**config.mk**
```make
export PLATFORM = sky130hd
export DESIGN_NAME = sync_fifo_param
export DESIGN_NICKNAME = d
export VERILOG_FILES = /design/src/rtl/sync_fifo_param.sv
export SDC_FILE = /design/constraint.sdc
export NUM_CORES = 1
export LEC_CHECK = 0
export CAP_MARGIN = 15
export CORE_MARGIN = 2
export CORE_UTILIZATION = 61
export CTS_CLUSTER_SIZE = 8
export DETAILED_ROUTE_END_ITERATION = 12
export PLACE_DENSITY = 0.78
export SLEW_MARGIN = 5
export SYNTH_ARGS = -nofsm -noshare
export SYNTH_HDL_FRONTEND = slang
export SYNTH_SLANG_ARGS = --single-unit
```
**constraint.sdc**
```tcl
create_clock -name clk -period 7.9 [get_ports clk]
set_input_delay 2.37 -clock clk [delete_from_list [all_inputs] [get_ports clk]]
set_output_delay 2.37 -clock clk [all_outputs]
set_load 0.01 [all_outputs]
```
**src/rtl/sync_fifo_param.sv**
```systemverilog
// Single-clock DEPTH x WIDTH FIFO with occupancy count, almost-full/empty thresholds and sticky error flags.
// Define SYNC_FIFO_FWFT_EN for first-word-fall-through read data; the default build registers data_out on pop.
module sync_fifo_param #(
  parameter int WIDTH     = 8,
  parameter int DEPTH     = 16,
  parameter int AF_THRESH = 14,
  parameter int AE_THRESH = 2
) (
  input  logic                     clk,
  input  logic                     rst,
  input  logic                     push,
  input  logic [WIDTH-1:0]         data_in,
  input  logic                     pop,
  output logic [WIDTH-1:0]         data_out,
  output logic                     full,
  output logic                     empty,
  output logic                     almost_full,
  output logic                     almost_empty,
  output logic [$clog2(DEPTH):0]   count,
  input  logic                     err_clr,
  output logic                     overflow,
  output logic                     underflow
);

  localparam int AW = $clog2(DEPTH);
  localparam int CW = AW + 1;
  localparam logic [CW-1:0] DEPTH_C = CW'(DEPTH);
  localparam logic [CW-1:0] AF_C    = CW'(AF_THRESH);
  localparam logic [CW-1:0] AE_C    = CW'(AE_THRESH);

  logic [WIDTH-1:0] mem [DEPTH];
  logic [AW-1:0]    wr_ptr;
  logic [AW-1:0]    rd_ptr;
  logic [CW-1:0]    count_next;
  logic             pop_ok;
  logic             push_ok;

  // A push into a full FIFO is still accepted when a pop frees the head slot on the same edge.
  assign pop_ok  = pop && !empty;
  assign push_ok = push && (!full || pop_ok);

  always_comb begin
    // NOTE: default first so every path assigns count_next; otherwise a latch is inferred.
    count_next = count;
    case ({push_ok, pop_ok})
      2'b10:   count_next = count + 1'b1;
      2'b01:   count_next = count - 1'b1;
      default: count_next = count;
    endcase
  end

  // NOTE: state updates use non-blocking assignments so every register samples pre-edge values.
  always_ff @(posedge clk) begin
    if (rst) begin
      wr_ptr       <= '0;
      rd_ptr       <= '0;
      count        <= '0;
      empty        <= 1'b1;
      full         <= 1'b0;
      almost_empty <= 1'b1;
      almost_full  <= 1'b0;
      overflow     <= 1'b0;
      underflow    <= 1'b0;
    end else begin
      if (push_ok) wr_ptr <= wr_ptr + 1'b1;
      if (pop_ok)  rd_ptr <= rd_ptr + 1'b1;
      count        <= count_next;
      // Flags come from the next count so they move on the same edge as count itself.
      empty        <= (count_next == '0);
      full         <= (count_next == DEPTH_C);
      almost_full  <= (count_next >= AF_C);
      almost_empty <= (count_next <= AE_C);
      if (push && !push_ok) overflow <= 1'b1;
      else if (err_clr)     overflow <= 1'b0;
      if (pop && !pop_ok)   underflow <= 1'b1;
      else if (err_clr)     underflow <= 1'b0;
    end
  end

  // NOTE: storage has no reset; entries past the pointers are simply treated as discarded.
  always_ff @(posedge clk) begin
    if (!rst && push_ok) mem[wr_ptr] <= data_in;
  end

`ifdef SYNC_FIFO_FWFT_EN
  assign data_out = empty ? '0 : mem[rd_ptr];
`else
  always_ff @(posedge clk) begin
    if (rst)         data_out <= '0;
    else if (pop_ok) data_out <= mem[rd_ptr];
  end
`endif

endmodule

```
Word-level counts from Yosys, hierarchy flattened
Memory sizes are Yosys's and may differ from the RTL's. A register that Yosys moved wholly into a read port is not among the register bits.
Cells that the tools add are included.

word-level totals
  register bits = 19
  bits in writable memories = 128
  input bits = 13
  output and inout port bits = 19
  word-level logic and storage cells = 39
  memories kept = 1

operators by class
  add/sub/neg operators = 4
  magnitude comparators = 2
  equality and inequality tests = 3
  muxes and demuxes = 6
  reduce and logical (&&, ||, !) cells = 14

memory list
  memory  depth  width  read ports  clocked after Yosys merged registers in  write ports  line  source
  mem     16     8      1           1                                        1            31    logic [WIDTH-1:0] mem [DEPTH];

operators by type and width
  operator               number
  $pmux W5 S2            1
  $add A4 B1 Y4 const B  2
  $add A5 B1 Y5 const B  1
  $eq A5 B5 Y1 const B   1
  $ge A5 B4 Y1 const B   1
  $le A5 B2 Y1 const B   1
  $logic_and A1 B1 Y1    5
  $logic_not A1 Y1       5
  $logic_not A5 Y1       1
  $mux W1                5
  $sub A5 B1 Y5 const B  1
  $reduce_bool A2 Y1     2
  $eq A2 B1 Y1 const B   1
  $eq A2 B2 Y1 const B   1
  $logic_or A1 B1 Y1     1

Logic depth before layout (Yosys ltp)
Gate-level depths: netlist of run 1.

  word-level depth = 7
  gate-level depth with buffers = 13
  depth with buffers taken out = 12

Worst setup path after synthesis of run 1
No wires, ideal clock.

  path kind = input -> register
  start point = input port pop
  end point = register full
  setup time = 0.115 ns
  data arrival time = 4.378 ns
  data required time = 7.785 ns
  slack = 3.407 ns
  stages on the path = 13
  buffers on the path = 2
  cells stage by stage = nand2b_1 > inv_1 > clkbuf_1 > ha_1 > buf_2 > xor2_1 > ha_1 > a21oi_2 > o221ai_1 > and3b_1 > mux2i_1 > inv_1 > and2_1

between the ends
  cells in the longest elaborated chain, start to end = 6
  elaborated cells on any way between the ends = 7
  those cells by class = eq/ne: 3; mux: 1; reduce/logical: 3

ends and longest elaborated chain
  element                                       line  source
  start, declared                               13    input logic pop,
  $logic_and A1 B1 Y1 *                         39    assign pop_ok = pop && !empty;
  named net pop_ok                              35    logic pop_ok;
  $logic_or A1 B1 Y1                            40    assign push_ok = push && (!full || pop_ok);
  $logic_and A1 B1 Y1                           40
  $eq A2 B1 Y1 or $eq A2 B2 Y1 (tied branches)  45    case ({push_ok, pop_ok})
  $pmux W5 S2 *                                 45
  $eq A5 B5 Y1 *                                70    full <= (count_next == DEPTH_C);
  end signal, assigned                          70
  end, declared                                 15    output logic full,

The timed path passes the listed nets; every way through them passes the cells marked *.
A chain may end at the register's enable or synchronous reset.

Worst setup path in the final report of run 1
  start point = input port pop
  end point = register full

between the ends
  cells in the longest elaborated chain, start to end = 6
  elaborated cells on any way between the ends = 7
  those cells by class = eq/ne: 3; mux: 1; reduce/logical: 3

ends and longest elaborated chain
  element                                       line
  $logic_and A1 B1 Y1 *                         39
  $logic_or A1 B1 Y1                            40
  $logic_and A1 B1 Y1                           40
  $eq A2 B1 Y1 or $eq A2 B2 Y1 (tied branches)  45
  $pmux W5 S2 *                                 45
  $eq A5 B5 Y1 *                                70

Mark *: on every way between the ends. The rest lies on a longest branch, timed or not.

==> results.py, run 1 <==
metrics = {
    "run_status": {
        "status": "completed",
    },
    "route": {
        "wire_per_inst_um": 22.1,
        "wl_met3_um": 750,
        "met2_length_mm": 5.84,
        "vias": 3239,
        "wl_mm": 12.0,
        "first_iter_violations": 261,
        "drcViolationCount": 0,
        "vias_per_cell": 5.99,
        "top_layer": "met4",
        "ant_nets": 0,
        "drt_pre_antenna_iters": 5,
        "wl_met1_mm": 5.21,
    },
    "sta": {
        "report.final.slew_viol_count": 0,
        "fmax_mhz": 206,
        "setup_tns_ps": 0,
        "fin_crit_sh": 0.614,
        "skew_ps": 5.02,
        "max_slew_margin": 0.235,
        "grt_setup_unrepaired": "false",
        "hold_viol_final": 0,
        "max_slew.worst_pin.slew_ps": 1140,
        "finalSetupViolations": 0,
        "min_period_ps": 4850,
    },
    "floorplanning": {
        "die-area_mm2": 0.0110,
        "start_util": 0.630,
        "core_area_mm2": 0.00982,
        "io_pins": 32,
        "die_h_um": 105,
        "dieWidth_um": 105,
        "rows": 36,
    },
    "global_route": {
        "grt_pass1_wl_mm": 18.7,
        "antenna_found_initial": 0,
        "first_global_vias": 3259,
        "grt_max_degree": 29,
        "track_usage": 0.234,
        "overflow": 0,
    },
    "logic_synthesis": {
        "yosysWarnings": 0,
        "synth_compound_area_frac": 0.0614,
        "ys.flop_type": "edfxtp_1",
        "synth_top_family_by_area": "multiplexers",
        "synth.top_cell.area_share": 0.621,
        "yosys-top-cells-area": "edfxtp_1 62%, mux4_2 12%, dfxtp_1 8.7%",
        "synthSimpleGateAreaFrac": 0.0556,
        "synth-edff-count": 128,
        "synth_xor_area_frac": 0.0127,
        "avgSynthCellArea_um2": 17.1,
        "synthCells": 362,
        "synth_fa_ha_area_frac": 0.0162,
        "ys_ff_latch": 155,
        "ys_seq_area_frac": 0.708,
        "synth_cell_type_count": 42,
        "ys_async_sr_fraction": 0,
        "synthesis.area_mm2": 0.00619,
        "synthMuxAreaShare": 0.121,
        "syn-num-nets": 383,
        "yosys.area.top_type": "edfxtp_1",
    },
    "cells_and_area": {
        "diodes": 0,
        "multi_input_area_mm2": 0.00165,
        "seq_area_mm2": 0.00439,
        "final_layout_size_suffix_gt1_frac": 0.176,
        "syn_to_final_growth_pct": 15.5,
        "fill_cells": 643,
        "final_nets": 416,
    },
    "clock_network": {
        "htreeDepth": 4,
        "post_cts_buffers": 0,
        "hold_buffers": 0,
        "cts_tree": "yes",
        "insertion_delay_ps": 520,
        "clockBufferDepth": 2,
        "cts_made_buffers": 17,
        "clk_pin_slew_ps": 60,
        "cts-resized-gates": 0,
        "cts-root-buf": "clkbuf_8",
        "cts.sinks": 155,
    },
    "hold_path": {
        "min_path_cells": 2,
        "worstHoldPathType": "reg2reg",
    },
    "placement": {
        "portBuffers": 31,
        "hpwl_mm": 7.72,
        "routabilityCongestion": 0.807,
    },
    "worst_setup_path": {
        "startpoint": "pop",
        "worst_setup_path_end_kind": "flop",
        "cp_data_required_time_ps": 8310,
        "rrSetupSlack_ps": 4910,
        "setup.worst_path.end": "full",
        "ff2ff_path_depth": 11,
        "critPathKind": "in2reg",
        "r2r-start": "empty",
        "path_max_fanout": 12,
        "start_kind": "input port",
        "arrival_ps": 5260,
        "reg2reg_to": "full",
    },
    "power": {
        "ir_worst_vdd_uv": 180,
        "total_power_mw": 2.03,
        "powerDensity_mw_per_mm2": 284,
        "p_leak_nw": 2.34,
    },
    "run": {
        "maxCapViolCount": 0,
    },
}
[worst min-delay path by stage]
stage	start	end	slack (ps)
detailed placement	data_out[5]	data_out[5]	450
CTS	data_out[5]	data_out[5]	460
finish	data_out[5]	data_out[5]	460
floorplan	data_out[0]	data_out[0]	480
global route	data_out[5]	data_out[5]	480
global placement	data_out[1]	data_out[1]	440
[metal layers]
| metal | global-route usage | up-vias |
|---|---|---|
| li1 | - | 1471 |
| met1 | 0.330 | 1636 |
| met2 | 0.360 | 117 |
| met3 | 0.0605 | 15 |
| met4 | 0.0838 | 0 |
| met5 | 0 | - |
[per-stage QoR]
| stage | hold WS [ps] | util | std cells | cell area, µm² | setup WS (ps) |
|---|---|---|---|---|---|
| after floorplan | 481 | - | 362 | 6190 | 3410 |
| after global placement | 445 | 0.669 | 508 | 6570 | 2560 |
| after detailed placement | 448 | 0.669 | 508 | 6570 | 2530 |
| after CTS | 457 | 0.728 | 540 | 7150 | 3060 |
| after global routing | 480 | 0.728 | 541 | 7150 | 2750 |
| final | 458 | 0.728 | 541 | 7150 | 3050 |
[Yosys cell counts (all sizes together) (2+ instances only)]
master,number
mux2i,3
a22oi,2
nor2b,6
xnor2,3
nor2,29
nor3,5
inv,9
nand2,20
a22o,16
mux4,32
xor2,6
dfxtp,27
o21ai,9
edfxtp,128
a21oi,14
nand4,2
buf,13
clkbuf,8
nand2b,3
and2,3
nand3b,2
ha,8
[layout by cell type (no fill, tap or decap), drive strengths merged, types with 3 or more instances in the layout]
cell type and count:
nand2 20, o21ai 9, nor2b 6, dfxtp 27
ha 8, clkbuf 20, and2 3, bufinv 3
clkinvlp 5, nand2b 3, clkdlybuf4s50 31, a22o 16
edfxtp 128, mux4 32, xnor2 3, inv 9
xor2 6, mux2i 3, a21oi 14, buf 3
nor2 29, clkinv 5, nor3 5
[power by group]
part	internal (mW)	switching (mW)	total, mW
Clock	0.477	0.300	0.776
Combinational	0.156	0.145	0.301
Sequential	0.915	0.0407	0.955
[cells by family after synthesis]
logic type      count (synthesis)
compound gates                 52
fa+ha+maj                       8
simple gates                   73
buf+inv                        30
xor+xnor                        9
mux                            35
flops                         155
[layout make-up]
class                   instances  share of cell area
flip-flops and latches        155               0.613
clock buffers                  19              0.0589
multi-input cells             177               0.231
well taps                     133              0.0233
repair buffers                 35              0.0476
clock inverters                13              0.0212
inverters                       9             0.00472
[worst max-delay path, stage by stage]
cell and delay, ps:
clkdlybuf4s50_1 480, nand2b_1 250, a21boi_2 330, inv_1 130, ha_1 300, xor2_1 190, ha_1 230, o21ai_0 150
a21oi_1 80, and3b_1 220, mux2i_1 310, inv_1 80, and2_1 140
[registers in the layout, summed over array words and instances (netlist names)]
register,cells
empty,1
almost_empty,1
rd_ptr,4
count,5
almost_full,1
wr_ptr,4
data_out,8
mem,128
underflow,1
full,1
overflow,1
Power figures use the tool's default switching activity.
==> inputs of run 2 (changes only) <==
--- a/config.mk
+++ b/config.mk
@@ -7,10 +7,10 @@
 export LEC_CHECK = 0
 export CAP_MARGIN = 15
 export CORE_MARGIN = 2
-export CORE_UTILIZATION = 61
+export CORE_UTILIZATION = 59
 export CTS_CLUSTER_SIZE = 8
 export DETAILED_ROUTE_END_ITERATION = 12
-export PLACE_DENSITY = 0.78
+export PLACE_DENSITY = 0.76
 export SLEW_MARGIN = 5
 export SYNTH_ARGS = -nofsm -noshare
 export SYNTH_HDL_FRONTEND = slang
==> constraint.sdc (replaced) <==
create_clock -name clk -period 4.58 [get_ports clk]
set_input_delay 1.374 -clock clk [delete_from_list [all_inputs] [get_ports clk]]
set_output_delay 1.374 -clock clk [all_outputs]
set_load 0.01 [all_outputs]
==> run 2 against run 1 <==
Utilization fell by 1.5 points. Sequential share of layout area fell by 1.5 points. Critical path depth did not move. Die area rose by 3.3%. Clock power rose by 110%. Power rose by 86%. Clock skew barely moved. Cell area rose by 2.6%. Non-clock buffer count rose by 9. Combinational power rose by 73%. Register-to-register slack got worse by 3100 ps. Sequential cell count did not move. Critical path type unchanged. Critical endpoint unchanged.
==> results.py, run 2 (same netlist as run 1, synthesis figures left out) <==
metrics = {
    "run_status": {
        "status": "completed",
    },
    "global_route": {
        "antenna_found_initial": 0,
        "globalRouteMet1Util": 0.338,
        "grt_pass1_wl_mm": 19.4,
        "grt_busiest_layer": "met2",
        "overflow": 0,
        "grt_max_degree": 36,
        "track_usage": 0.242,
        "use_met2": 0.354,
        "use_met3": 0.0632,
        "first_global_vias": 3292,
    },
    "cells_and_area": {
        "diodes": 0,
        "reg.largest.list": "mem (128), data_out (8), count (5)",
        "max_flop_register": "mem",
        "syn_to_final_growth_pct": 18.5,
        "final_layout_size_suffix_gt1_frac": 0.204,
        "final_common_cell": "edfxtp_1",
        "postLayoutCoreUtil": 0.714,
        "largest_reg_flops": 128,
        "layout_common_cells": "128 x edfxtp_1, 32 x mux4_2, 31 x clkdlybuf4s50_1",
        "final_nets": 425,
    },
    "sta": {
        "setup_tns_ps": 0,
        "max_slew_margin": 0.352,
        "min_period_ps": 3660,
        "finalSetupViolations": 0,
        "fin_hold_ws_ps": 455,
        "hold_viol_final": 0,
        "report.final.slew_viol_count": 0,
        "fmax_mhz": 273,
        "grt_setup_unrepaired": "false",
        "fin_ws_ps": 921,
        "max_slew.worst_pin.slew_ps": 971,
        "skew_ps": 5.27,
        "fin_crit_sh": 0.799,
    },
    "placement": {
        "hpwl_mm": 7.56,
        "routabilityCongestion": 0.832,
        "pre_cts_ws_ps": 379,
        "portBuffers": 31,
    },
    "power": {
        "ir_worst_vdd_uv": 327,
        "p_int_mw": 2.90,
        "total_power_mw": 3.79,
        "power.switching_mw": 0.880,
        "p_leak_nw": 2.45,
        "power_frac_seq": 0.438,
        "switching_share": 0.233,
        "clockPowerShare": 0.424,
        "pwr-share-comb": 0.138,
        "powerDensity_mw_per_mm2": 516,
    },
    "hold_path": {
        "hp-start": "data_out[3]",
        "worstHoldPathType": "reg2reg",
        "hold-path-endpoint": "data_out[3]",
        "min_path_cells": 2,
    },
    "route": {
        "vias_per_cell": 6.14,
        "first_iter_violations": 406,
        "drt_pre_antenna_iters": 4,
        "wire_per_inst_um": 22.8,
        "wl_mm": 12.6,
        "vias": 3397,
        "drcViolationCount": 0,
        "ant_nets": 0,
    },
    "floorplanning": {
        "rows": 37,
        "io_pins": 32,
        "core_area_mm2": 0.0103,
        "die_h_um": 106,
        "die-area_mm2": 0.0113,
        "dieWidth_um": 106,
        "start_util": 0.602,
    },
    "worst_setup_path": {
        "path_cells": "clkdlybuf4s50_1 -> nand2b_1 -> a21boi_2 -> inv_1 -> ha_1 -> xor2_1 -> ha_1 -> o21ai_0 -> a21oi_1 -> and3b_1 -> mux2i_1 -> inv_1 -> and2_1",
        "cp_top_family": "buffers and inverters",
        "critPathKind": "in2reg",
        "reg2reg_to": "full",
        "crit_buf_inv": 3,
        "ff2ff_path_depth": 12,
        "rrSetupSlack_ps": 1840,
        "critical_path_depth": 13,
        "path_max_fanout": 9,
        "start_kind": "input port",
        "cp_data_required_time_ps": 5010,
        "crit_slowest_cell": "clkdlybuf4s50_1",
        "worst_setup_path_end_kind": "flop",
        "arrival_ps": 4090,
        "slowest_delay_ps": 480,
        "r2r-start": "empty",
    },
    "clock_network": {
        "insertion_delay_ps": 530,
        "cts-root-buf": "clkbuf_8",
        "clk_pin_slew_ps": 60,
        "post_cts_buffers": 0,
        "cts.sinks": 155,
        "hold_buffers": 0,
        "cts_tree": "yes",
        "cts_made_buffers": 17,
        "htreeDepth": 4,
        "clockBufferDepth": 2,
        "cts-resized-gates": 0,
    },
    "run": {
        "maxCapViolCount": 0,
    },
}
## run 2: changes by cell type in the layout (fill, tap and decap cells not counted)
cell	before	now
clkbuf_1	2	0
inv_6	0	1
clkinv_4	1	3
buf_4	3	13
clkbuf_4	1	0
clkinv_1	2	0
bufinv_16	3	7
clkinvlp_2	1	0
clkinvlp_4	4	2
## run 2: cell type report
class / count / area, µm²
Sequential cell: 155 / 4390
Fill cell: 663 / 2940
Multi-Input combinational cell: 177 / 1650
Clock buffer: 17 / 414
Timing Repair Buffer: 44 / 408
Clock inverter: 15 / 270
Tap cell: 136 / 170
Inverter: 9 / 33.8
## run 2: worst reg2reg max path, cell delays in order (launching register included)
cell and delay [ps]:
dfxtp_1 330, nand2b_1 170, a21boi_2 260, inv_1 140
ha_1 300, xor2_1 190, ha_1 230, o21ai_0 150
a21oi_1 80, and3b_1 220, mux2i_1 330, inv_1 100
and2_1 140
## run 2: power groups by stage
stage / Combinational (mW) / Clock, mW / Sequential, mW
detailed placement: 0.513 / 0 / 1.69
global route: 0.562 / 1.68 / 1.67
global placement: 0.506 / 0 / 1.69
floorplan: 0.382 / 0 / 1.65
finish: 0.522 / 1.60 / 1.66
CTS: 0.520 / 1.62 / 1.66
## run 2: how the worst max path moves through the flow
stage,to,startpoint
2_1_floorplan,full,pop
3_3_place_gp,full,pop
3_5_place_dp,full,pop
4_1_cts,full,pop
5_1_grt,full,pop
6_report,full,pop
## run 2: layer usage
metal | vias up | wire (µm)
met5 | - | 0
met4 | 0 | 390
met3 | 26 | 1000
met2 | 195 | 6030
met1 | 1682 | 5180
li1 | 1494 | -
## run 2: per-stage QoR
step                      cells  area (µm²)
final                       553        7340
after global routing        553        7340
after CTS                   553        7340
after floorplan             362        6190
after detailed placement    521        6650
after global placement      521        6650
==> inputs of run 3 (changes only) <==
==> constraint.sdc (replaced) <==
create_clock -name clk -period 3.6 [get_ports clk]
set_input_delay 1.08 -clock clk [delete_from_list [all_inputs] [get_ports clk]]
set_output_delay 1.08 -clock clk [all_outputs]
set_load 0.01 [all_outputs]
==> run 3 against run 2 <==
Critical path type unchanged. Sequential cell count unchanged. Non-clock buffer count increased by 16. Hold slack better by 3.4 ps. Worst setup slack got worse by 500 ps. First-iteration DRC count decreased by 16%. Wire length down 3.2%. Largest power group unchanged. Clock skew is 2.8 ps higher. Final cell count up 2.9%. Power up 16%. Cell area shrank 0.49%. Clock-buffer cell count up 1.
==> results.py, run 3 (same netlist as run 1, synthesis figures left out) <==
metrics = {
    "worst_setup_path": {
        "cp_data_required_time_ps": 4070,
        "worst_setup_path_end_kind": "flop",
        "critPathKind": "in2reg",
        "path_max_fanout": 3,
        "arrival_ps": 3650,
        "r2r-start": "empty",
        "reg2reg_to": "empty",
        "ff2ff_path_depth": 12,
        "rrSetupSlack_ps": 1060,
        "start_kind": "input port",
    },
    "sta": {
        "hold_viol_final": 0,
        "skew_ps": 8.03,
        "grt_setup_unrepaired": "false",
        "min_period_ps": 3180,
        "finalSetupViolations": 0,
        "max_slew.worst_pin.slew_ps": 787,
        "fin_crit_sh": 0.883,
        "fmax_mhz": 314,
        "max_slew_margin": 0.475,
        "report.final.slew_viol_count": 0,
    },
    "global_route": {
        "track_usage": 0.234,
        "first_global_vias": 3395,
        "antenna_found_initial": 0,
        "grt_max_degree": 36,
        "overflow": 0,
        "grt_pass1_wl_mm": 19.2,
    },
    "cells_and_area": {
        "final_nets": 441,
        "layout_common_cells": "128 x edfxtp_1, 32 x mux4_2, 31 x clkdlybuf4s50_1",
        "final_layout_size_suffix_gt1_frac": 0.231,
        "finalInstanceArea_mm2": 0.00730,
        "syn_to_final_growth_pct": 17.9,
        "reg.largest.list": "mem (128), data_out (8), count (5)",
        "diodes": 0,
        "stdcell_count": 569,
        "largest_reg_flops": 128,
        "fill_cells": 651,
        "max_flop_register": "mem",
        "final_common_cell": "edfxtp_1",
    },
    "clock_network": {
        "insertion_delay_ps": 520,
        "cts_tree": "yes",
        "hold_buffers": 0,
        "cts-resized-gates": 0,
        "cts-root-buf": "clkbuf_8",
        "clk_pin_slew_ps": 70,
        "cts_made_buffers": 17,
        "htreeDepth": 4,
        "cts.sinks": 155,
        "clockBufferDepth": 2,
        "post_cts_buffers": 0,
    },
    "run_status": {
        "status": "completed",
    },
    "route": {
        "vias_per_cell": 5.98,
        "vias": 3401,
        "ant_nets": 0,
        "drt_pre_antenna_iters": 5,
        "drcViolationCount": 0,
        "wl_mm": 12.2,
        "first_iter_violations": 341,
        "wire_per_inst_um": 21.4,
    },
    "placement": {
        "placed_cells": 537,
        "routabilityCongestion": 0.810,
        "portBuffers": 31,
        "detailed_place.area_mm2": 0.00677,
        "hpwl_mm": 7.80,
    },
    "run": {
        "maxCapViolCount": 0,
    },
    "power": {
        "ir_worst_vdd_uv": 396,
        "powerDensity_mw_per_mm2": 599,
        "p_leak_nw": 2.45,
    },
    "hold_path": {
        "min_path_cells": 2,
        "hp-start": "data_out[3]",
        "hold-path-endpoint": "data_out[3]",
        "worstHoldPathType": "reg2reg",
    },
    "floorplanning": {
        "dieWidth_um": 106,
        "die_h_um": 106,
        "start_util": 0.602,
        "core_area_mm2": 0.0103,
        "die-area_mm2": 0.0113,
        "io_pins": 32,
        "rows": 37,
    },
}
run 3: cell type report:
cell class	instances	area, µm²	share of cell area
repair buffers	60	528	0.0723
clock inverters	14	110	0.0151
well taps	136	170	0.0233
flip-flops and latches	155	4390	0.601
inverters	9	33.8	0.00463
clock buffers	18	418	0.0573
multi-input cells	177	1650	0.227
run 3: worst max-delay path by stage:
stage | from | end | slack, ps
final | pop | empty | 420
after global routing | pop | full | 310
after detailed placement | pop | full | -70
after global placement | pop | full | 70
after CTS | pop | empty | 460
after floorplan | pop | full | 400
run 3: power breakdown:
part | switching [mW] | internal [mW] | leakage, nW
registers | 0.0944 | 2.01 | 1.37
logic | 0.325 | 0.372 | 0.830
clock network | 0.719 | 0.858 | 0.246
run 3: critical path: stages:
cell	delay (ps)
clkdlybuf4s50_1	490
nand2b_1	110
a21boi_2	180
inv_1	70
ha_1	210
xor2_1	170
ha_1	240
o21ai_0	180
a21oi_1	80
and3b_1	220
mux2i_1	330
buf_4	170
o21a_1	110
run 3: metrics by stage:
stage               setup slack [ps]  TNS (ps)  total power [mW]  utilization  hold slack (ps)
floorplan                        397         0              2.59            -              481
global placement                67.9         0              2.81        0.659              443
detailed placement             -67.6      -179              2.83        0.659              455
CTS                              458         0              4.40        0.710              464
global route                     309         0              4.53        0.710              485
finish                           420         0              4.37        0.710              458
run 3: routing by layer:
layer  up-vias  track usage  routed length (µm)
met4         0       0.0872                 229
met3        19       0.0509                 730
li1       1525            -                   -
met2       128        0.368                5910
met1      1729        0.327                5330
met5         -            0                   0
